--- src/rtl/instr_fetch_unit.sv ---
// instr_fetch_unit: producer end of the decode interface.
// Owns the PC, issues in-order fetches to instruction memory, buffers returned
// words in a small FIFO and presents the head to decode over valid/ready.
// A taken branch flushes the buffer and drains stale in-flight responses.
// Optional build macro: OPCODE_FILTER_EN (replaces unsupported opcodes with
// add x0,x0,x0 and raises illegal_instr while such a word is at the head).
module instr_fetch_unit #(
  parameter int                    ADDR_WIDTH = 32,
  parameter logic [ADDR_WIDTH-1:0] RESET_PC   = '0,
  parameter int                    FIFO_DEPTH = 2
) (
  input  logic                  clk,
  input  logic                  reset,
  output logic                  imem_req_valid,
  input  logic                  imem_req_ready,
  output logic [ADDR_WIDTH-1:0] imem_req_addr,
  input  logic                  imem_resp_valid,
  input  logic [31:0]           imem_resp_data,
  input  logic                  branch_taken,
  input  logic [ADDR_WIDTH-1:0] branch_target,
  output logic                  instr_valid,
  input  logic                  instr_ready,
  output logic [31:0]           instr,
  output logic [ADDR_WIDTH-1:0] instr_pc,
  output logic [6:0]            opcode
`ifdef OPCODE_FILTER_EN
  ,
  output logic                  illegal_instr
`endif
);

  localparam int PTR_W = (FIFO_DEPTH > 1) ? $clog2(FIFO_DEPTH) : 1;
  localparam int CNT_W = PTR_W + 1;

  typedef enum logic [1:0] {S_BOOT, S_RUN, S_DRAIN} state_t;

  state_t                r_state, w_state_next;
  logic [ADDR_WIDTH-1:0] r_pc, w_pc_next;
  logic [CNT_W-1:0]      r_outstanding, w_outstanding_next;
  logic [CNT_W-1:0]      r_count;
  logic [PTR_W-1:0]      r_wr_ptr, r_rd_ptr;
  logic [31:0]           r_buf_data [FIFO_DEPTH];
  logic [ADDR_WIDTH-1:0] r_buf_pc   [FIFO_DEPTH];

  logic                  w_redirect, w_accept, w_resp, w_push, w_pop;
  logic [CNT_W:0]        w_inflight;
  logic [ADDR_WIDTH-1:0] w_resp_pc;
  logic [31:0]           w_push_data;

  // Requests are only issued in RUN and only while every in-flight word is
  // guaranteed a buffer slot, so a response can always be written.
  assign w_inflight     = {1'b0, r_outstanding} + {1'b0, r_count};
  assign imem_req_valid = (r_state == S_RUN) && (w_inflight < (CNT_W+1)'(FIFO_DEPTH));
  assign imem_req_addr  = r_pc;

  assign w_redirect = branch_taken && (r_state != S_BOOT);
  assign w_accept   = imem_req_valid && imem_req_ready;
  assign w_resp     = imem_resp_valid && (r_state != S_BOOT);
  assign w_push     = w_resp && (r_state == S_RUN) && !w_redirect;
  assign w_pop      = instr_valid && instr_ready;

  // In RUN the outstanding requests are the consecutive words just below the
  // PC, so the oldest one (the one now responding) sits outstanding*4 back.
  assign w_resp_pc = r_pc - ADDR_WIDTH'({r_outstanding, 2'b00});

`ifdef OPCODE_FILTER_EN
  logic r_buf_ill [FIFO_DEPTH];
  logic w_push_ill;

  // Screen opcodes on the way into the buffer.
  always_comb begin
    // NOTE: every combinational output gets a default first, so no path
    // leaves it unassigned and no latch is inferred.
    w_push_data = imem_resp_data;
    w_push_ill  = 1'b0;
    case (imem_resp_data[6:0])
      7'b0110011, 7'b0000011, 7'b0100011, 7'b1100011: ;
      default: begin
        w_push_data = 32'h0000_0033;
        w_push_ill  = 1'b1;
      end
    endcase
  end

  // Flag storage travels with the buffered word.
  always_ff @(posedge clk) begin
    if (w_push) r_buf_ill[r_wr_ptr] <= w_push_ill;
  end

  assign illegal_instr = instr_valid && r_buf_ill[r_rd_ptr];
`else
  assign w_push_data = imem_resp_data;
`endif

  // Next PC, outstanding count and FSM state.
  always_comb begin
    w_pc_next          = r_pc;
    w_outstanding_next = r_outstanding;
    w_state_next       = r_state;
    if (w_accept) w_pc_next = r_pc + ADDR_WIDTH'(4);
    if (w_redirect) w_pc_next = branch_target & ~ADDR_WIDTH'(3);
    if (w_accept && !w_resp) w_outstanding_next = r_outstanding + CNT_W'(1);
    else if (!w_accept && w_resp) w_outstanding_next = r_outstanding - CNT_W'(1);
    case (r_state)
      S_BOOT:  w_state_next = S_RUN;
      S_RUN:   if (w_redirect && (w_outstanding_next != '0)) w_state_next = S_DRAIN;
      S_DRAIN: if (w_outstanding_next == '0) w_state_next = S_RUN;
      default: w_state_next = S_BOOT;
    endcase
  end

  // State register for FSM, PC and outstanding-request counter.
  always_ff @(posedge clk) begin
    // NOTE: sequential state uses non-blocking assignments so every register
    // sees the pre-edge values of the others, independent of statement order.
    if (reset) begin
      r_state       <= S_BOOT;
      r_pc          <= RESET_PC;
      r_outstanding <= '0;
    end else begin
      r_state       <= w_state_next;
      r_pc          <= w_pc_next;
      r_outstanding <= w_outstanding_next;
    end
  end

  // Buffer pointers and occupancy; a redirect empties the buffer.
  always_ff @(posedge clk) begin
    if (reset || w_redirect) begin
      r_wr_ptr <= '0;
      r_rd_ptr <= '0;
      r_count  <= '0;
    end else begin
      if (w_push) r_wr_ptr <= r_wr_ptr + PTR_W'(1);
      if (w_pop)  r_rd_ptr <= r_rd_ptr + PTR_W'(1);
      case ({w_push, w_pop})
        2'b10:   r_count <= r_count + CNT_W'(1);
        2'b01:   r_count <= r_count - CNT_W'(1);
        default: r_count <= r_count;
      endcase
    end
  end

  // Buffer storage for word and its PC.
  always_ff @(posedge clk) begin
    // NOTE: the storage array is deliberately not reset; entries are only
    // visible through the reset-controlled count, and the outputs are forced
    // to zero while the buffer is empty.
    if (w_push) begin
      r_buf_data[r_wr_ptr] <= w_push_data;
      r_buf_pc[r_wr_ptr]   <= w_resp_pc;
    end
  end

  assign instr_valid = (r_count != '0);
  assign instr       = instr_valid ? r_buf_data[r_rd_ptr] : 32'h0;
  assign instr_pc    = instr_valid ? r_buf_pc[r_rd_ptr] : '0;
  assign opcode      = instr[6:0];

endmodule

--- config.mk ---
export PLATFORM = sky130hd
export DESIGN_NAME = instr_fetch_unit
export DESIGN_NICKNAME = d
export VERILOG_FILES = /design/src/rtl/instr_fetch_unit.sv
export SDC_FILE = /design/constraint.sdc
export NUM_CORES = 1
export LEC_CHECK = 0
export BUFFER_PORTS_ARGS = -buffer_cell sky130_fd_sc_hd__buf_2
export CORE_ASPECT_RATIO = 1.4
export CORE_MARGIN = 1
export CORE_UTILIZATION = 30
export DETAILED_ROUTE_END_ITERATION = 12
export PLACE_DENSITY = 0.58
export SLEW_MARGIN = 0
export SYNTH_ARGS = -nofsm -noshare
export SYNTH_HDL_FRONTEND = slang
export SYNTH_SLANG_ARGS = --single-unit
--- constraint.sdc ---
create_clock -name clk -period 5.6 [get_ports clk]
set_input_delay 1.12 -clock clk [delete_from_list [all_inputs] [get_ports clk]]
set_output_delay 1.12 -clock clk [all_outputs]
set_load 0.05 [all_outputs]
==> impl_results.md, run 1 <==
* Util after Layout at 37.3%
* RSZ-0062 raised after global routing: false
* Tmin final at 3.49 ns
* Vias at 5335
* Rel. slew slack at 25.1%
* Worst IR Drop VDD at 0.223 mV
* PD cells at 382 nW/µm²
* R2r endpoint: imem_req_addr[21]
* Unique masters post-synth at 56
* Placed insts at 1078
* Die X at 137 µm
* Fin. max-slew vios at 0
* Ys async rst share at 0%
* Fraction of layout cells with a size suffix above 1 at 27.4%
* Mapped Cells at 645
* Overall power at 3.54 mW
* Synth Flop Type: edfxtp_1
* Hold WS at 0.514 ns
* Die area at 26100 µm²
* WP data arrival at 2.37 ns
* Post-CTS sizing at 0
* Hold Path Class: reg2reg
* Biggest area consumer among synthesized cells: edfxtp_1
* Multiplexer area fraction after synthesis at 8.94%
* WHS Endpoint: r_rd_ptr
* Core area at 24800 µm²
* CP delay by family, top: simple AND/OR/NAND/NOR gates
* Hold-fix buffers, CTS at 0
* DIE HEIGHT at 191 µm
* Biggest cell delay along the critical path at 0.78 ns
* Ports at 175
* Largest family of logic cells by synthesized area: simple AND/OR/NAND/NOR gates
* Crit. End Element: output pin
* #FFs+latches synth at 163
* Syn Area/Cell at 11.8 µm²
* Fmax at 287 MHz
* Post-Synth XOR/XNOR Area at 5.73%
* Initial drt markers at 229
* CTS Sinks at 163
* CP cell instances: nor2_4, buf_4, nor2_1, buf_2
* H-tree depth at 4
* Antenna-violating nets left at 0
* Worst Hold Launch: r_rd_ptr
* Post-Synth Simple-Gate Area at 15.4%
* CTS tree: done
* Routed Wire Length at 18500 µm
* Worst path slowest cell: nor2_4
* Worst hold path stage count at 2
* Avg WL per Cell at 16.7 µm
* Placer Congestion at 0.790
* Critical path class: reg2out
* Compound-Gate Fraction of Synth Area at 5.60%
* Global-route wire length before repair at 28400 µm
* Max Cap Viol at 0
* Dpl hpwl at 12800 µm
* Multi-input logic area at 2850 µm²
* # rows at 68
* Period utilization at 62.3%
* Clock root buffer master: clkbuf_16
* Area Overhead vs Synth at 21.2%
* Storage cell area at 4510 µm²
* Worst r2r src: r_outstanding[0]
* CP bufs+invs at 2
* Clk slew on worst S/H paths at 0.07 ns
* Final Hold Fails at 0
* Grt total ovfl at 0
* Worst-margin pin slew at 1.12 ns
* Fin cells at 1110
* TNS Setup at 0 ns
* Post-CTS Setup Bufs at 0
* Via/cell ratio at 4.81
* Leak pwr at 3.52 nW
* FILL cells at 2491
* Max Fanout on Critical Path at 37
* # diodes at 0
* DR pass1 iterations at 4
* Yosys warns at 0
* Skew final at 0.0149 ns
* Post-Syn Area at 7640 µm²
* R2R cell count at 7
* TritonCTS Buffers at 17
* Final setup vio count at 0
* Number of remaining DRC errors at 0
* Sequential element share of the synthesized area at 59.0%
* Pin count of the biggest net entering global routing at 63
* Outcome: completed
* Synth area leaders: edfxtp_1 49%, dfxtp_1 10%, mux2i_1 8.7%
* Layout Nets at 858
* Clk buf depth at 2
* Clk_lat worst skew at 0.43 ns
* Crit start category: flop
* Vias in the first global route at 5250
* Post-synth EDFFs at 124
* Yosys top cell area share at 48.8%
* Critical Path Start: r_count[1]
* Adder-cell area share of the yosys netlist at 1.18%
* Initial antenna violation count at 0
* IO Port Bufs at 168
* WP data required at 4.48 ns
* Initial core utilization at 30.7%
* R2R setup slack at 2.42 ns
* Tot GR Track Use at 14.6%
-- synth_stat cells (3+ instances only) --
master and count:
edfxtp_1 124, nor2_1 114, nor4_4 3, nor3b_1 3
a211oi_1 18, nor2b_1 4, buf_2 4, xnor2_1 16
mux2i_1 66, and2_1 5, inv_1 9, nor4_1 6
xor2_1 34, nor3_1 15, o21ai_0 5, buf_1 3
dfxtp_1 39, nand3_1 16, nand2_1 20, clkbuf_1 38
buf_4 11, and3_1 6, or3_1 8, a311oi_1 4
nand2b_1 5, o22ai_1 6, nand4_1 10, a21oi_1 5
ha_1 4, a22oi_1 6
-- final cells by class --
| type | instances | area share [%] |
|---|---|---|
| Inverter | 9 | 0.365 |
| Timing Repair Buffer | 173 | 9.49 |
| Clock inverter | 14 | 1.74 |
| Tap cell | 315 | 4.26 |
| Sequential cell | 163 | 48.7 |
| Multi-Input combinational cell | 418 | 30.8 |
| Clock buffer | 18 | 4.64 |
-- worst reg2reg max path, stage by stage (launching register included) --
cell	delay, ns
dfxtp_1	0.53
and2_1	0.21
fa_1	0.47
or3b_1	0.48
nor4_2	0.71
and2_1	0.26
a31oi_1	0.09
a221o_1	0.31
-- layout by cell type (no fill, tap or decap), types with 5 or more instances in the layout --
| master | count |
|---|---|
| nand2b_1 | 5 |
| xnor2_1 | 16 |
| a22oi_1 | 6 |
| a21oi_1 | 5 |
| buf_4 | 5 |
| inv_1 | 9 |
| o21ai_0 | 5 |
| and3_1 | 6 |
| buf_2 | 168 |
| dfxtp_1 | 38 |
| or3_1 | 8 |
| edfxtp_1 | 124 |
| nand3_1 | 16 |
| nor2_1 | 112 |
| a211oi_1 | 18 |
| xor2_1 | 34 |
| nor4_1 | 6 |
| mux2i_1 | 66 |
| nor3_1 | 15 |
| nand2_1 | 20 |
| clkbuf_16 | 17 |
| o22ai_1 | 6 |
| nand4_1 | 10 |
-- routing by layer --
metal	vias up	track usage (%)	share of wire, %
met5	-	0	0
met4	0	6.21	2.3
met3	24	3.32	4.1
met2	141	26.4	53
met1	2570	16.3	41
li1	2600	-	-
-- how the worst max path moves through the flow --
stage	endpoint	slack, ns	cells past startpoint
after floorplan	r_buf_data[0][0]	0.82	4
after global placement	r_buf_data[0][0]	2.22	5
after detailed placement	r_buf_data[0][0]	2.20	5
after CTS	instr_pc[9]	1.94	4
after global routing	instr[11]	1.88	4
final	instr_pc[9]	2.11	4
-- registers in the layout, summed over array words and instances, names as in the netlist, named ones only --
signal / flops
r_rd_ptr: 1
imem_req_addr: 30
r_state: 2
r_outstanding: 2
r_buf_pc: 60
r_count: 2
r_wr_ptr: 1
r_buf_data: 64
-- power by group --
group | internal (mW) | total, mW | switching, mW
clock network | 0.698 | 1.17 | 0.474
logic | 0.248 | 0.834 | 0.586
registers | 1.42 | 1.53 | 0.117
-- per-stage QoR --
stage	setup slack, ns	cell area [µm²]
5_1_grt	1.88	9260
6_report	2.11	9260
4_1_cts	1.94	9260
2_1_floorplan	0.822	7650
3_5_place_dp	2.20	8670
3_3_place_gp	2.22	8670
-- logic make-up (layout without fill, tap and decap cells) --
| logic type | count (synthesis) | count (layout) |
|---|---|---|
| buffers and inverters | 67 | 214 |
| xor gates and xnor gates | 50 | 50 |
| DFF | 163 | 163 |
| and+or+nand+nor | 230 | 230 |
| muxes | 68 | 68 |
| adders and majority gates | 6 | 6 |
| other | 1 | 4 |
| AOI/OAI and AO/OA | 60 | 60 |
No activity file was read; power rests on OpenSTA's default activity.
==> run 2, diff against run 1 <==
--- a/config.mk
+++ b/config.mk
@@ -5,6 +5,7 @@
 export SDC_FILE = /design/constraint.sdc
 export NUM_CORES = 1
 export LEC_CHECK = 0
+export ABC_AREA = 1
 export BUFFER_PORTS_ARGS = -buffer_cell sky130_fd_sc_hd__buf_2
 export CORE_ASPECT_RATIO = 1.4
 export CORE_MARGIN = 1
==> constraint.sdc (replaced) <==
create_clock -name clk -period 3.39 [get_ports clk]
set_input_delay 0.678 -clock clk [delete_from_list [all_inputs] [get_ports clk]]
set_output_delay 0.678 -clock clk [all_outputs]
set_load 0.05 [all_outputs]
==> run 2 against run 1 <==
Sequential share of layout area shrank 3.4 points. Synthesized cell count increased by 47%. Sequential cell count unchanged. Worst hold slack got worse by 0.080 ns. Register-to-register slack got worse by 1.7 ns. Clock power rose by 67%. Design area grew 7.4%. Die area up 7.2%. Combinational power grew 46%. Cell count up 32%. Global-route usage up 1.2 points.
==> impl_results.md, run 2 <==
* Count leader, synth: nand2_1
* Layout Nets at 1167 (+36%)
* Yosys warns at 0 (unchanged)
* Period utilization at 81.2%
* TritonCTS Buffers at 17 (unchanged)
* Synth area leaders: edfxtp_1 45%, nand2_1 13%, dfxtp_1 9.5%
* Worst IR Drop VDD at 0.340 mV (+53%)
* DIE HEIGHT at 198 µm (+3.6%)
* CTS tree: done
* Tmin final at 2.75 ns
* RSZ-0062 raised after global routing: false
* Dpl hpwl at 15400 µm (+21%)
* Pin count of the biggest net entering global routing at 63 (unchanged)
* Mapped Cells at 948 (+47%)
* Worst r2r src: r_count[0]
* Synth Flop Type: edfxtp_1
* Final setup vio count at 0 (unchanged)
* Initial drt markers at 264 (+15%)
* Most common cell after layout, fill and taps aside: nand2_1
* Multi-input logic area at 3130 µm² (+9.8%)
* # diodes at 0 (unchanged)
* CP cell instances: buf_4, nand2_1, a21oi_1, buf_2
* Leak pwr at 4.21 nW (+20%)
* Skew final at 0.0114 ns (-0.00349 ns)
* Worst-margin pin slew at 0.706 ns (-0.417 ns)
* Max reg flops at 64 (unchanged)
* Initial core utilization at 30.6% (-0.18 points)
* Yosys top cell area share at 45.4% (-3.3 points)
* Sequential element share of the synthesized area at 54.9% (-4.0 points)
* H-tree depth at 4 (unchanged)
* Fin. max-slew vios at 0 (unchanged)
* Post-Syn Area at 8200 µm² (+7.3%)
* Hold WS at 0.434 ns (-0.0802 ns)
* Biggest area consumer among synthesized cells: edfxtp_1
* Top reg by flops: r_buf_data
* Ys async rst share at 0% (unchanged)
* CTS Sinks at 163 (unchanged)
* Placer Congestion at 0.898 (+14%)
* Storage cell area at 4510 µm² (about the same)
* R2R cell count at 12 (+5)
* TNS Setup at 0 ns (unchanged)
* Clk buf depth at 2 (unchanged)
* Die area at 28000 µm² (+7.2%)
* Vias at 6858 (+29%)
* Via/cell ratio at 4.67 (-2.9%)
* Most frequent cells in the layout: 277 x nand2_1, 168 x buf_2, 124 x edfxtp_1, 107 x nor2_1, 85 x a21oi_1
* Post-synth EDFFs at 124 (unchanged)
* #FFs+latches synth at 163 (unchanged)
* # rows at 71 (+4.4%)
* Worst path slowest cell: buf_4
* Final Hold Fails at 0 (unchanged)
* R2r endpoint: r_state[0]
* Tot GR Track Use at 15.9% (+1.2 points)
* Ports at 175 (unchanged)
* Area Overhead vs Synth at 21.3% (about the same)
* Crit. End Element: output pin
* Initial antenna violation count at 0 (unchanged)
* Placed inst area at 9340 µm² (+7.8%)
* Number of remaining DRC errors at 0 (unchanged)
* Fraction of layout cells with a size suffix above 1 at 21.6% (-5.8 points)
* Overall power at 5.56 mW (+57%)
* PD cells at 559 nW/µm² (+46%)
* IO Port Bufs at 168 (unchanged)
* Post-CTS sizing at 0 (unchanged)
* Fmax at 363 MHz
* Clk_lat worst skew at 0.43 ns (about the same)
* Antenna-violating nets left at 0 (unchanged)
* Worst hold path stage count at 1 (-1)
* Routed Wire Length at 21500 µm (+16%)
* R2R setup slack at 0.74 ns (-1.68 ns)
* Post-CTS Setup Bufs at 0 (unchanged)
* WP data required at 2.71 ns (-1.77 ns)
* FILL cells at 2784 (+12%)
* Post-route cell area at 9940 µm² (+7.4%)
* Clock root buffer master: clkbuf_16
* Synth cell count leaders: 277 x nand2_1, 124 x edfxtp_1, 110 x nor2_1
* Rel. slew slack at 52.8% (+28 points)
* Max Cap Viol at 0 (unchanged)
* Avg WL per Cell at 14.7 µm (-12%)
* Hold Path Class: in2reg
* Critical path class: reg2out
* Max Fanout on Critical Path at 62 (+68%)
* Global-route wire length before repair at 33900 µm (+19%)
* Biggest cell delay along the critical path at 0.55 ns (-0.23 ns)
* Grt total ovfl at 0 (unchanged)
* WP data arrival at 2.08 ns (-0.29 ns)
* Core area at 26800 µm² (+8.0%)
* Crit start category: flop
* Syn Area/Cell at 8.65 µm² (-27%)
* Unique masters post-synth at 44 (-21%)
* Worst Hold Launch: imem_resp_data[15]
* DR pass1 iterations at 4 (unchanged)
* Vias in the first global route at 6533 (+24%)
* Hold-fix buffers, CTS at 0 (unchanged)
* Outcome: completed
* Clk slew on worst S/H paths at 0.06 ns (about the same)
* Die X at 142 µm (+3.6%)
* WHS Endpoint: r_buf_data[0][15]
[run 2: cell count changes in the layout (fill, tap and decap cells not counted), sizes merged, moves of 13 or more]
cell,change
a21oi,+80
inv,+69
mux2i,-66
a211oi,-16
xnor2,-13
nand3,+46
nand2,+260
[run 2: layout make-up]
type,instances,share of cell area [%]
Clock buffer,17,4.28
Inverter,75,2.83
Timing Repair Buffer,180,9.74
Sequential cell,163,45.3
Multi-Input combinational cell,654,31.5
Tap cell,365,4.59
Clock inverter,15,1.74
[run 2: worst max-delay path: cells and delay by family, from the launching register on]
family | cells | cell delay, ns
buffers and inverters | 2 | 0.88
DFF | 1 | 0.33
and+or+nand+nor | 1 | 0.10
AOI/OAI and AO/OA | 1 | 0.31
[run 2: kinds of logic (layout without fill, tap and decap cells)]
kind of cell    count (synthesis)  in the layout  share of synthesized area (%)
other cells                     1              4                         0.0457
flops                         163            163                           54.9
compound gates                118            118                           7.75
xor+xnor                       26             26                           2.78
buf+inv                       134            287                           7.26
simple gates                  500            500                           26.1
fa+ha+maj                       6              6                           1.10
[run 2: stage by stage]
stage	util, %	std cells	setup WS [ns]
after detailed placement	34.8	1437	0.771
final	37.1	1469	0.636
after floorplan	-	951	0.311
after global routing	37.1	1469	0.506
after CTS	37.1	1469	0.580
after global placement	34.8	1437	0.815
[run 2: how the worst max path moves through the flow]
stage | endpoint | slack [ns]
floorplan | r_buf_data[1][0] | 0.31
global placement | r_state[0] | 0.81
detailed placement | r_state[0] | 0.77
CTS | instr_pc[6] | 0.58
global route | r_state[0] | 0.51
finish | instr_pc[24] | 0.64
[run 2: power by group]
group	switching, mW	total, mW	internal [mW]
registers	0.103	2.39	2.29
logic	0.893	1.22	0.324
clock network	0.840	1.95	1.11
[run 2: per-layer routing]
| metal | part of all wire [%] | vias up | track usage, % |
|---|---|---|---|
| li1 | - | 3416 | - |
| met1 | 41 | 3198 | 18.1 |
| met2 | 51 | 206 | 28.1 |
| met3 | 4.7 | 38 | 3.25 |
| met4 | 3.2 | 0 | 7.65 |
| met5 | 0 | - | 0 |
==> run 3, diff against run 2 <==
--- a/config.mk
+++ b/config.mk
@@ -5,13 +5,13 @@
 export SDC_FILE = /design/constraint.sdc
 export NUM_CORES = 1
 export LEC_CHECK = 0
-export ABC_AREA = 1
+export ABC_AREA = 0
 export BUFFER_PORTS_ARGS = -buffer_cell sky130_fd_sc_hd__buf_2
 export CORE_ASPECT_RATIO = 1.4
 export CORE_MARGIN = 1
 export CORE_UTILIZATION = 30
 export DETAILED_ROUTE_END_ITERATION = 12
-export PLACE_DENSITY = 0.58
+export PLACE_DENSITY = 0.6
 export SLEW_MARGIN = 0
 export SYNTH_ARGS = -nofsm -noshare
 export SYNTH_HDL_FRONTEND = slang
==> constraint.sdc (replaced) <==
create_clock -name clk -period 2.5 [get_ports clk]
set_input_delay 0.5 -clock clk [delete_from_list [all_inputs] [get_ports clk]]
set_output_delay 0.5 -clock clk [all_outputs]
set_load 0.05 [all_outputs]
==> run 3 against run 2 <==
The flow now finishes with violations (setup timing). Setup slack lost 0.66 ns. Power grew 46%. Cell count shrank 21%. Count of clock-buffer cells in the layout grew 2. Utilization grew 2.6 points. Highest routed layer unchanged. Non-clock buffer count grew 45. Critical path type is now reg2reg. Clock power grew 30%. Via count shrank 20%. Sequential share of layout area grew 0.54 points. Critical path depth grew 2. Register-to-register slack lost 0.77 ns.
==> impl_results.md, run 3 (synthesized netlist as in run 1, its figures left out) <==
* Fraction of layout cells with a size suffix above 1 at 36.1% (+14 points)
* Clk buf depth at 2 (unchanged)
* IO Port Bufs at 168 (unchanged)
* Clk_lat worst skew at 0.43 ns (about the same)
* Initial drt markers at 282 (+6.8%)
* Final Hold Fails at 0 (unchanged)
* Failing checks: setup timing
* Max reg flops at 64 (unchanged)
* R2R setup slack at -0.03 ns (-0.77 ns)
* Fin cells at 1162 (-21%)
* Dpl hpwl at 13300 µm (-14%)
* Fin worst setup slack at -0.0288 ns (-0.664 ns)
* Layout Nets at 910 (-22%)
* Initial antenna violation count at 0 (unchanged)
* Worst slack, placed at -0.0853 ns (-0.857 ns)
* # diodes at 0 (unchanged)
* Tot GR Track Use at 14.7% (-1.2 points)
* Global route hottest layer: met2
* Met1 Use GR at 16.0% (-2.1 points)
* WP data required at 2.83 ns (+0.12 ns)
* Fmax at 395 MHz
* Worst Hold Launch: imem_resp_data[13]
* Number of remaining DRC errors at 0 (unchanged)
* WP data arrival at 2.86 ns (+0.78 ns)
* Via/cell ratio at 4.75 (+1.7%)
* Max Fanout on Critical Path at 4 (-94%)
* Critical path class: reg2reg
* Initial core utilization at 30.7% (+0.18 points)
* H-tree depth at 4 (unchanged)
* Leak pwr at 3.84 nW (-8.9%)
* Vias at 5515 (-20%)
* Crit. End Element: flop
* Avg WL per Cell at 16.0 µm (+8.8%)
* Pin count of the biggest net entering global routing at 63 (unchanged)
* Vias in the first global route at 5415 (-17%)
* Global Route met2 Usage at 26.7% (-1.4 points)
* Worst r2r src: r_outstanding[0]
* Placed insts at 1128 (-22%)
* Outcome: complete, but fails checks
* FILL cells at 2424 (-13%)
* Hold-fix buffers, CTS at 0 (unchanged)
* PD cells at 823 nW/µm² (+47%)
* Die area at 26100 µm² (-6.8%)
* CTS Sinks at 163 (unchanged)
* Skew final at 0.00968 ns (-0.00168 ns)
* DR pass1 iterations at 5 (+1)
* RSZ-0062 raised after global routing: true
* TNS Setup at -0.0288 ns (-0.0288 ns)
* Period utilization at 101%
* Met3 usage at 3.48% (+0.23 points)
* Ports at 175 (unchanged)
* R2r endpoint: imem_req_addr[8]
* Clock root buffer master: clkbuf_16
* # rows at 68 (-4.2%)
* Global-route wire length before repair at 28600 µm (-16%)
* Worst IR Drop VDD at 0.437 mV (+29%)
* CTS tree: done
* TritonCTS Buffers at 17 (unchanged)
* Final setup vio count at 1 (+1)
* Core area at 24800 µm² (-7.4%)
* Top reg by flops: r_buf_data
* Tmin final at 2.53 ns
* R2R cell count at 6 (-6)
* Area Overhead vs Synth at 29.0%
* DIE HEIGHT at 191 µm (-3.4%)
* Antenna-violating nets left at 0 (unchanged)
* WHS Endpoint: r_buf_data[1][13]
* Crit start category: flop
* Fin. max-slew vios at 0 (unchanged)
* Hold Path Class: in2reg
* Placer Congestion at 0.853 (-5.1%)
* Clk slew on worst S/H paths at 0.07 ns (about the same)
* Grt total ovfl at 0 (unchanged)
* Max Cap Viol at 0 (unchanged)
* Most common cell after layout, fill and taps aside: buf_2
* Routed Wire Length at 18500 µm (-14%)
* Critical Path Start: r_outstanding[0]
* Die X at 137 µm (-3.4%)
* Worst hold path stage count at 1 (unchanged)
* Most frequent cells in the layout: 167 x buf_2, 124 x edfxtp_1, 105 x nor2_1, 66 x mux2i_1, 51 x buf_4
[run 3: cell count changes in the layout (fill, tap and decap cells not counted), sizes merged, moves of 8 or more]
cell    change
nand2     -260
or3         +8
a21oi      -80
a211oi     +16
xnor2      +13
buf        +45
inv        -67
xor2       +11
nand3      -46
mux2i      +66
o21ai       -9
nor4        +9
[run 3: worst max path at each step]
stage | endpoint | cells past startpoint | slack (ns)
2_1_floorplan | r_buf_pc[0][30] | 9 | -0.12
3_3_place_gp | r_buf_pc[1][28] | 8 | -0.08
3_5_place_dp | r_buf_pc[1][30] | 8 | -0.09
4_1_cts | imem_req_valid | 5 | 0.006
5_1_grt | imem_req_addr[8] | 6 | -0.09
6_report | imem_req_addr[8] | 6 | -0.03
[run 3: what timing repair did]
action,CTS,global route
pin swaps,7,5
setup buffers,1,1
gates resized for setup,10,11
endpoints found under the setup margin,16,40
[run 3: critical path, stage by stage (launching register included)]
cell and delay [ns]:
dfxtp_4 0.35, and2_4 0.15, fa_1 0.48, or3b_4 0.43, or3_4 0.38, or3_4 0.34, a311oi_2 0.29
[run 3: layout make-up]
type	count	area [µm²]	area share [%]
Inverter	9	33.8	0.343
Tap cell	315	394	4.00
Clock buffer	19	453	4.60
Sequential cell	163	4520	45.9
Multi-Input combinational cell	418	2990	30.3
Clock inverter	13	124	1.26
Timing Repair Buffer	225	1340	13.6
[run 3: metal layers]
| layer | part of all wire, % | up-vias |
|---|---|---|
| met4 | 2.0 | 0 |
| met5 | 0 | - |
| met1 | 39 | 2636 |
| met2 | 54 | 159 |
| met3 | 5.4 | 21 |
| li1 | - | 2699 |
[run 3: power by group]
| group | switching, mW | internal, mW |
|---|---|---|
| registers | 0.145 | 3.17 |
| clock network | 1.09 | 1.44 |
| logic | 1.50 | 0.760 |
[run 3: stage by stage]
step | util, % | area, µm² | power (mW) | hold WS, ns
after global routing | 39.7 | 9860 | 8.48 | 0.234
after CTS | 39.4 | 9790 | 8.18 | 0.234
after global placement | 36.9 | 9170 | 5.57 | 0.500
after floorplan | - | 7730 | 4.93 | 0.481
after detailed placement | 36.9 | 9170 | 5.60 | 0.505
final | 39.7 | 9860 | 8.11 | 0.262
